### src/rtl/memory_pkg.sv
// Shared memory-subsystem types: L1 D-Cache geometry and the d0 invalidate request.
package memory_pkg;

  localparam int unsigned DCACHE_L1_IDX_A_LEN = 6;

  typedef struct packed {
    logic                           valid;
    logic [DCACHE_L1_IDX_A_LEN-1:0] idx;
  } rst_l1dc_req_t;

endpackage

### src/rtl/dcache_l1_rst_block.sv
// L1 D-Cache invalidation sweeper: issues one invalidate per set to d0 after reset
// or on flush, gating LSQ/L2 traffic via l1dc_busy_o until the sweep completes.
module dcache_l1_rst_block
  import memory_pkg::*;
#(
  parameter int unsigned N_SETS  = 2**DCACHE_L1_IDX_A_LEN,
  parameter int unsigned IDX_LEN = DCACHE_L1_IDX_A_LEN
) (
  input  logic          clk_i,
  input  logic          rst_ni,
  input  logic          flush_i,
  output rst_l1dc_req_t rst_l1dc_req_o,
  input  logic          rst_l1dc_req_rdy_i,
  output logic          l1dc_busy_o,
  output logic          sweep_done_o
);

  typedef enum logic [1:0] {
    S_SWEEP,
    S_DONE_PULSE,
    S_IDLE
  } state_e;

  localparam logic [IDX_LEN-1:0] LAST_IDX = IDX_LEN'(N_SETS - 1);

  state_e             state_q, state_d;
  logic [IDX_LEN-1:0] idx_q,   idx_d;

  always_comb begin
    state_d = state_q;
    idx_d   = idx_q;
    unique case (state_q)
      S_SWEEP: begin
        // Flush wins over a same-cycle transfer: d0 still saw that request,
        // but the sweep restarts and the aborted one never signals done.
        if (flush_i) begin
          idx_d = '0;
        end else if (rst_l1dc_req_rdy_i) begin
          if (idx_q == LAST_IDX) begin
            state_d = S_DONE_PULSE;
            idx_d   = '0;
          end else begin
            idx_d = idx_q + IDX_LEN'(1);
          end
        end
      end
      S_DONE_PULSE: begin
        state_d = flush_i ? S_SWEEP : S_IDLE;
        idx_d   = '0;
      end
      S_IDLE: begin
        if (flush_i) state_d = S_SWEEP;
        idx_d = '0;
      end
      default: begin
        state_d = S_SWEEP;
        idx_d   = '0;
      end
    endcase
  end

  always_ff @(posedge clk_i or negedge rst_ni) begin
    if (!rst_ni) begin
      state_q <= S_SWEEP;
      idx_q   <= '0;
    end else begin
      state_q <= state_d;
      idx_q   <= idx_d;
    end
  end

  // Outputs are pure decodes of the state/counter flops, so reset takes effect immediately.
  always_comb begin
    rst_l1dc_req_o.valid = (state_q == S_SWEEP);
    rst_l1dc_req_o.idx   = DCACHE_L1_IDX_A_LEN'(idx_q);
    l1dc_busy_o          = (state_q != S_IDLE);
    sweep_done_o         = (state_q == S_DONE_PULSE);
  end

endmodule

### config.mk
export PLATFORM = sky130hd
export DESIGN_NAME = dcache_l1_rst_block
export DESIGN_NICKNAME = d
export VERILOG_FILES = /design/src/rtl/memory_pkg.sv /design/src/rtl/dcache_l1_rst_block.sv
export SDC_FILE = /design/constraint.sdc
export NUM_CORES = 1
export LEC_CHECK = 0
export ABC_CLOCK_PERIOD_IN_PS = 1200
export BUFFER_PORTS_ARGS = -buffer_cell sky130_fd_sc_hd__buf_2
export CAP_MARGIN = 20
export CORE_AREA = 5 5 42 44
export DETAILED_ROUTE_END_ITERATION = 7
export DIE_AREA = 0 0 47 49
export PLACE_DENSITY = 0.56
export SLEW_MARGIN = 20
export SYNTH_ARGS = -nofsm -noshare
export SYNTH_HDL_FRONTEND = slang
export SYNTH_SLANG_ARGS = --single-unit
### constraint.sdc
create_clock -name clk_i -period 1.2 [get_ports clk_i]
set_clock_uncertainty 0.05 [all_clocks]
set_input_delay 0.06 -clock clk_i [delete_from_list [all_inputs] [get_ports clk_i]]
set_output_delay 0.06 -clock clk_i [all_outputs]
set_load 0.005 [all_outputs]
Word level (Yosys, flattened, before mapping). Cells that the tools add are included.

Add/sub/neg operators: 1. Reduce and logical (&&, ||, !) cells: 2. Equal/unequal tests: 9. Muxes and demuxes: 10.

Operators with widths (number): $mux W6 (4); $mux W2 (5); $add A6 B1 Y6 const B (1); $eq A6 B6 Y1 const B (1); $ne A2 B2 Y1 const B (3); $pmux W2 S3 (1); $ne A2 B1 Y1 const B (2); $reduce_and A4 Y1 (1); $ne A3 B2 Y1 const B (1); $eq A2 B1 Y1 const B (1); $eq A2 B2 Y1 const B (1); $logic_not A2 Y1 (1).

Input port bits: 4. Word-level logic and storage cells: 24. Register bits: 8. Output and inout bits: 9.

Depth between registers and ports, before layout.
Word-level depth: 5. Depth in mapped cells: 4.

Worst setup path after synthesis. OpenSTA, ideal clock, no wires.

Kind: reg2reg. From: register idx_q[0]. To: register idx_q[3]. Setup time: 0.099 ns. Clock period less this slack: 1.277 ns. Arrival time: 1.128 ns. Path buffers: 0. Slack: -0.077 ns. Cell stages (with the launch flop): 5. Path through: dfrtp_1 -> ha_1 -> nand2_1 -> o21ai_0 -> a311oi_1.

Cells in the longest elaborated chain, start to end: 5. Elaborated cells on any way between the ends: 6. Those cells by class: add/sub (1); eq/ne (1); mux (4).

RTL lines: start, declared (line dcache_l1_rst_block.sv:27) `logic [IDX_LEN-1:0] idx_q, idx_d;`; start signal, assigned (line dcache_l1_rst_block.sv:68) `idx_q <= idx_d;`; $add A6 B1 Y6 or $eq A6 B6 Y1 (tied branches) (line dcache_l1_rst_block.sv:43, dcache_l1_rst_block.sv:39); $mux W6 * (line dcache_l1_rst_block.sv:39) `if (idx_q == LAST_IDX) begin`; $mux W6 * (line dcache_l1_rst_block.sv:38) `end else if (rst_l1dc_req_rdy_i) begin`; $mux W6 * (line dcache_l1_rst_block.sv:36) `if (flush_i) begin`; $mux W6 * (line dcache_l1_rst_block.sv:32) `unique case (state_q)`.

Every way passes the cells marked *; elsewhere a longest branch is shown, timed or not. The select of a mux whose other input is x is not followed. A chain may end at the register's enable or synchronous reset.

Worst setup path in the final report.
From: register state_q[0]. To: register idx_q[3].

Cells in the longest elaborated chain, start to end: 2. Elaborated cells on any way between the ends: 3. Those cells by class: eq/ne (1); mux (1); reduce/logical (1).

RTL lines: start, declared (line dcache_l1_rst_block.sv:26) `state_e state_q, state_d;`; start signal, assigned (line dcache_l1_rst_block.sv:67) `state_q <= state_d;`; $logic_not A2 Y1 * (line dcache_l1_rst_block.sv:32); $ne A3 B2 Y1 (no line) or $mux W6 (tied branches).

Every way passes the cells marked *; elsewhere a longest branch is shown, timed or not.

==> impl_metrics.yaml <==
logic_synthesis:
  synth_nets: 48
  ys_types: 22
  syn_inst: 43
  netlist_area_um2: 425
  syn_area_per_cell_um2: 9.89
  yosys_register_bits: 8
  synth_seq_area_share_pct: 47.1
  ys_warn_count: 0
critical_path:
  slowest_stage: "or3_4"
  slowest_delay_ns: 0.46
  startpoint_type: "flop"
  worstPathCellList: "or3_4 > a311oi_2"
  crit_type: "flop to flop"
  required_ns: 1.31
  crit_fanout: 7
  crit_start: "state_q[0]$_DFFE_PN0P_"
  critPathCaptureType: "flop"
  reg2reg_from: "state_q[0]$_DFFE_PN0P_"
  critPathArrivalTime_ns: 1.28
floorplan:
  initial_core_util_pct: 30.4
  die-width_um: 47
  num_rows: 14
  core_area_um2: 1400
  die-area_um2: 2300
  ios: 13
  die_height_um: 49
grt:
  grt_pass1_wl_um: 1520
  grt_pass1_vias: 363
  grt_max_degree: 9
  antenna_found_initial: 0
  grt-busiest-layer: "met1"
  met3_usage_pct: 3.32
  use_met2_pct: 12.4
  track_usage_pct: 9.15
  grt_use_met1_pct: 12.6
  overflow: 0
run_status:
  status: "complete, no violations"
finish:
  drive_gt1_share_pct: 50.7
  antenna_cells: 0
  nets: 74
  area_delta_synth_final_pct: 51.5
  finalInstanceArea_um2: 644
place:
  io_buffers: 12
  hpwl_um: 699
  placed_area_um2: 539
  place_congestion: 0.713
clock_tree:
  insertion_delay_ns: 0.25
  clock_sinks: 8
  clk_path_buf_depth: 2
  clk_pin_slew_worst_paths_ns: 0.05
  h-tree-depth: 1
  cts_buffers: 3
  cts_root_buffer: "clkbuf_4"
  cts_tree: "built"
timing:
  setup_viol: 0
  drv_slew: 0
  fmax_mhz: 852
  tightest_slew_ns: 0.222
  slew_headroom_pct: 85.0
  period_minus_slack_ns: 1.17
  rsz0062_at_grt: "true"
  hold_violations: 0
  finalCritPeriodShare_pct: 97.8
  tns_ns: 0
min_path:
  hold_path_startpoint: "rst_l1dc_req_rdy_i"
  hold_class: "primary input to flop"
drt:
  drtAntennaViolNets: 0
  dr.pass1.iters: 4
  drt-wirelength-per-cell_um: 12.2
  vias: 399
  dr.first_iter.drc_count: 2
  drt-total-wl_um: 1010
  vias_per_cell: 4.81
  drcViolationCount: 0
run:
  cap_violations: 0
power_and_ir_drop:
  leakage_nw: 0.304
  vdd_drop_max_mv: 0.514
  p_per_area_nw_per_um2: 879
  power_mw: 0.566
[cells in the mapped netlist]
cell type / number / area share, %
dfrtp_1: 8 / 47
xor2_1: 2 / 4.1
inv_1: 2 / 1.8
or2b_1: 1 / 1.8
or3_1: 2 / 2.9
nand2_1: 4 / 3.5
a311oi_1: 1 / 2.1
a21oi_1: 2 / 2.4
o21ai_0: 2 / 2.4
nand3_1: 4 / 4.7
nand2b_1: 1 / 1.5
buf_6: 1 / 2.6
a31oi_1: 1 / 1.5
buf_2: 1 / 1.2
nor2_1: 4 / 3.5
buf_4: 1 / 1.8
nand4_1: 1 / 1.5
mux2i_1: 1 / 2.4
nor4_4: 1 / 5.0
ha_1: 1 / 2.9
a41oi_1: 1 / 2.1
nor2b_1: 1 / 1.5
[area by class of cell]
type | instances | area [µm²]
fill | 147 | 757
multi-input combinational | 30 | 233
sequential | 8 | 203
timing repair buffer | 24 | 159
clock buffer | 3 | 22.5
tap | 16 | 20.0
inverter | 2 | 7.51
[placed cells by master, fill, tap and decap left out]
| master | count |
|---|---|
| a21oi_1 | 2 |
| a311oi_2 | 1 |
| a31oi_1 | 1 |
| a41oi_1 | 1 |
| buf_2 | 12 |
| buf_4 | 9 |
| buf_6 | 1 |
| clkbuf_4 | 3 |
| dfrtp_1 | 6 |
| dfrtp_2 | 2 |
| dlygate4sd3_1 | 2 |
| ha_4 | 1 |
| inv_1 | 2 |
| mux2i_1 | 1 |
| nand2_1 | 3 |
| nand2_2 | 1 |
| nand2b_4 | 1 |
| nand3_1 | 3 |
| nand3_2 | 1 |
| nand4_1 | 1 |
| nor2_1 | 4 |
| nor2b_1 | 1 |
| nor4_4 | 1 |
| o21ai_1 | 2 |
| or2b_1 | 1 |
| or3_1 | 1 |
| or3_4 | 1 |
| xor2_1 | 2 |
[registers in the layout, indices dropped and copies added (netlist names)]
register	cells
idx_q	6
state_q	2
[final timing paths]
path                                         to  slack [ns]  depth (start not counted)
min in group asynchronous  idx_q[4]$_DFFE_PN0P_        0.13                          2
max reg2reg                idx_q[3]$_DFFE_PN0P_        0.03                          2
min reg2reg                idx_q[4]$_DFFE_PN0P_        0.53                          2
max                        idx_q[3]$_DFFE_PN0P_        0.03                          2
min                        idx_q[3]$_DFFE_PN0P_        0.09                          2
max in group asynchronous  idx_q[1]$_DFFE_PN0P_        0.79                          2
[logic make-up (layout without fill, tap and decap cells)]
group / Yosys count / after routing / share of synthesized area [%]
AO/OA/AOI/OAI: 7 / 7 / 10.3
XOR/XNOR: 2 / 2 / 4.12
adder cells (fa/ha/maj): 1 / 1 / 2.94
buffers and inverters: 5 / 29 / 7.35
flip-flops: 8 / 8 / 47.1
multiplexers: 1 / 1 / 2.35
AND/OR/NAND/NOR: 19 / 19 / 25.9
[power breakdown]
group          leakage, nW  internal [mW]  switching, mW
sequential           0.107          0.279         0.0132
clock               0.0138          0.114         0.0893
combinational        0.183         0.0364         0.0343
[metal layers]
layer	vias to the layer above	wire length, µm
li1	196	-
met1	186	509
met2	15	421
met3	2	75
met4	0	5
met5	-	0
[worst max-delay path: cells and delay by family, from the launching register on]
kind | cells | cell delay (ns)
and+or+nand+nor | 1 | 0.46
AOI/OAI and AO/OA | 1 | 0.19
DFF | 1 | 0.39
[metrics by stage]
step / hold WS, ns / util (%) / instances / setup slack [ns]
after floorplan: -0.286 / - / 43 / -0.00270
after detailed placement: -0.134 / 38.5 / 75 / -0.0355
after global routing: 0.0946 / 46.0 / 83 / -0.0253
final: 0.0898 / 46.0 / 83 / 0.0259
after CTS: 0.0601 / 43.3 / 82 / 0.00715
after global placement: -0.134 / 38.5 / 75 / -0.0111
[timing repair]
item                                    in CTS  in global routing
gates resized for setup                      2                  8
pin swaps                                    1                  2
hold buffers                                 2                  0
endpoints found under the hold margin        9                  0
endpoints found under the setup margin       3                  7
setup buffers                                3                  1
(Power assumes the default switching activity.)
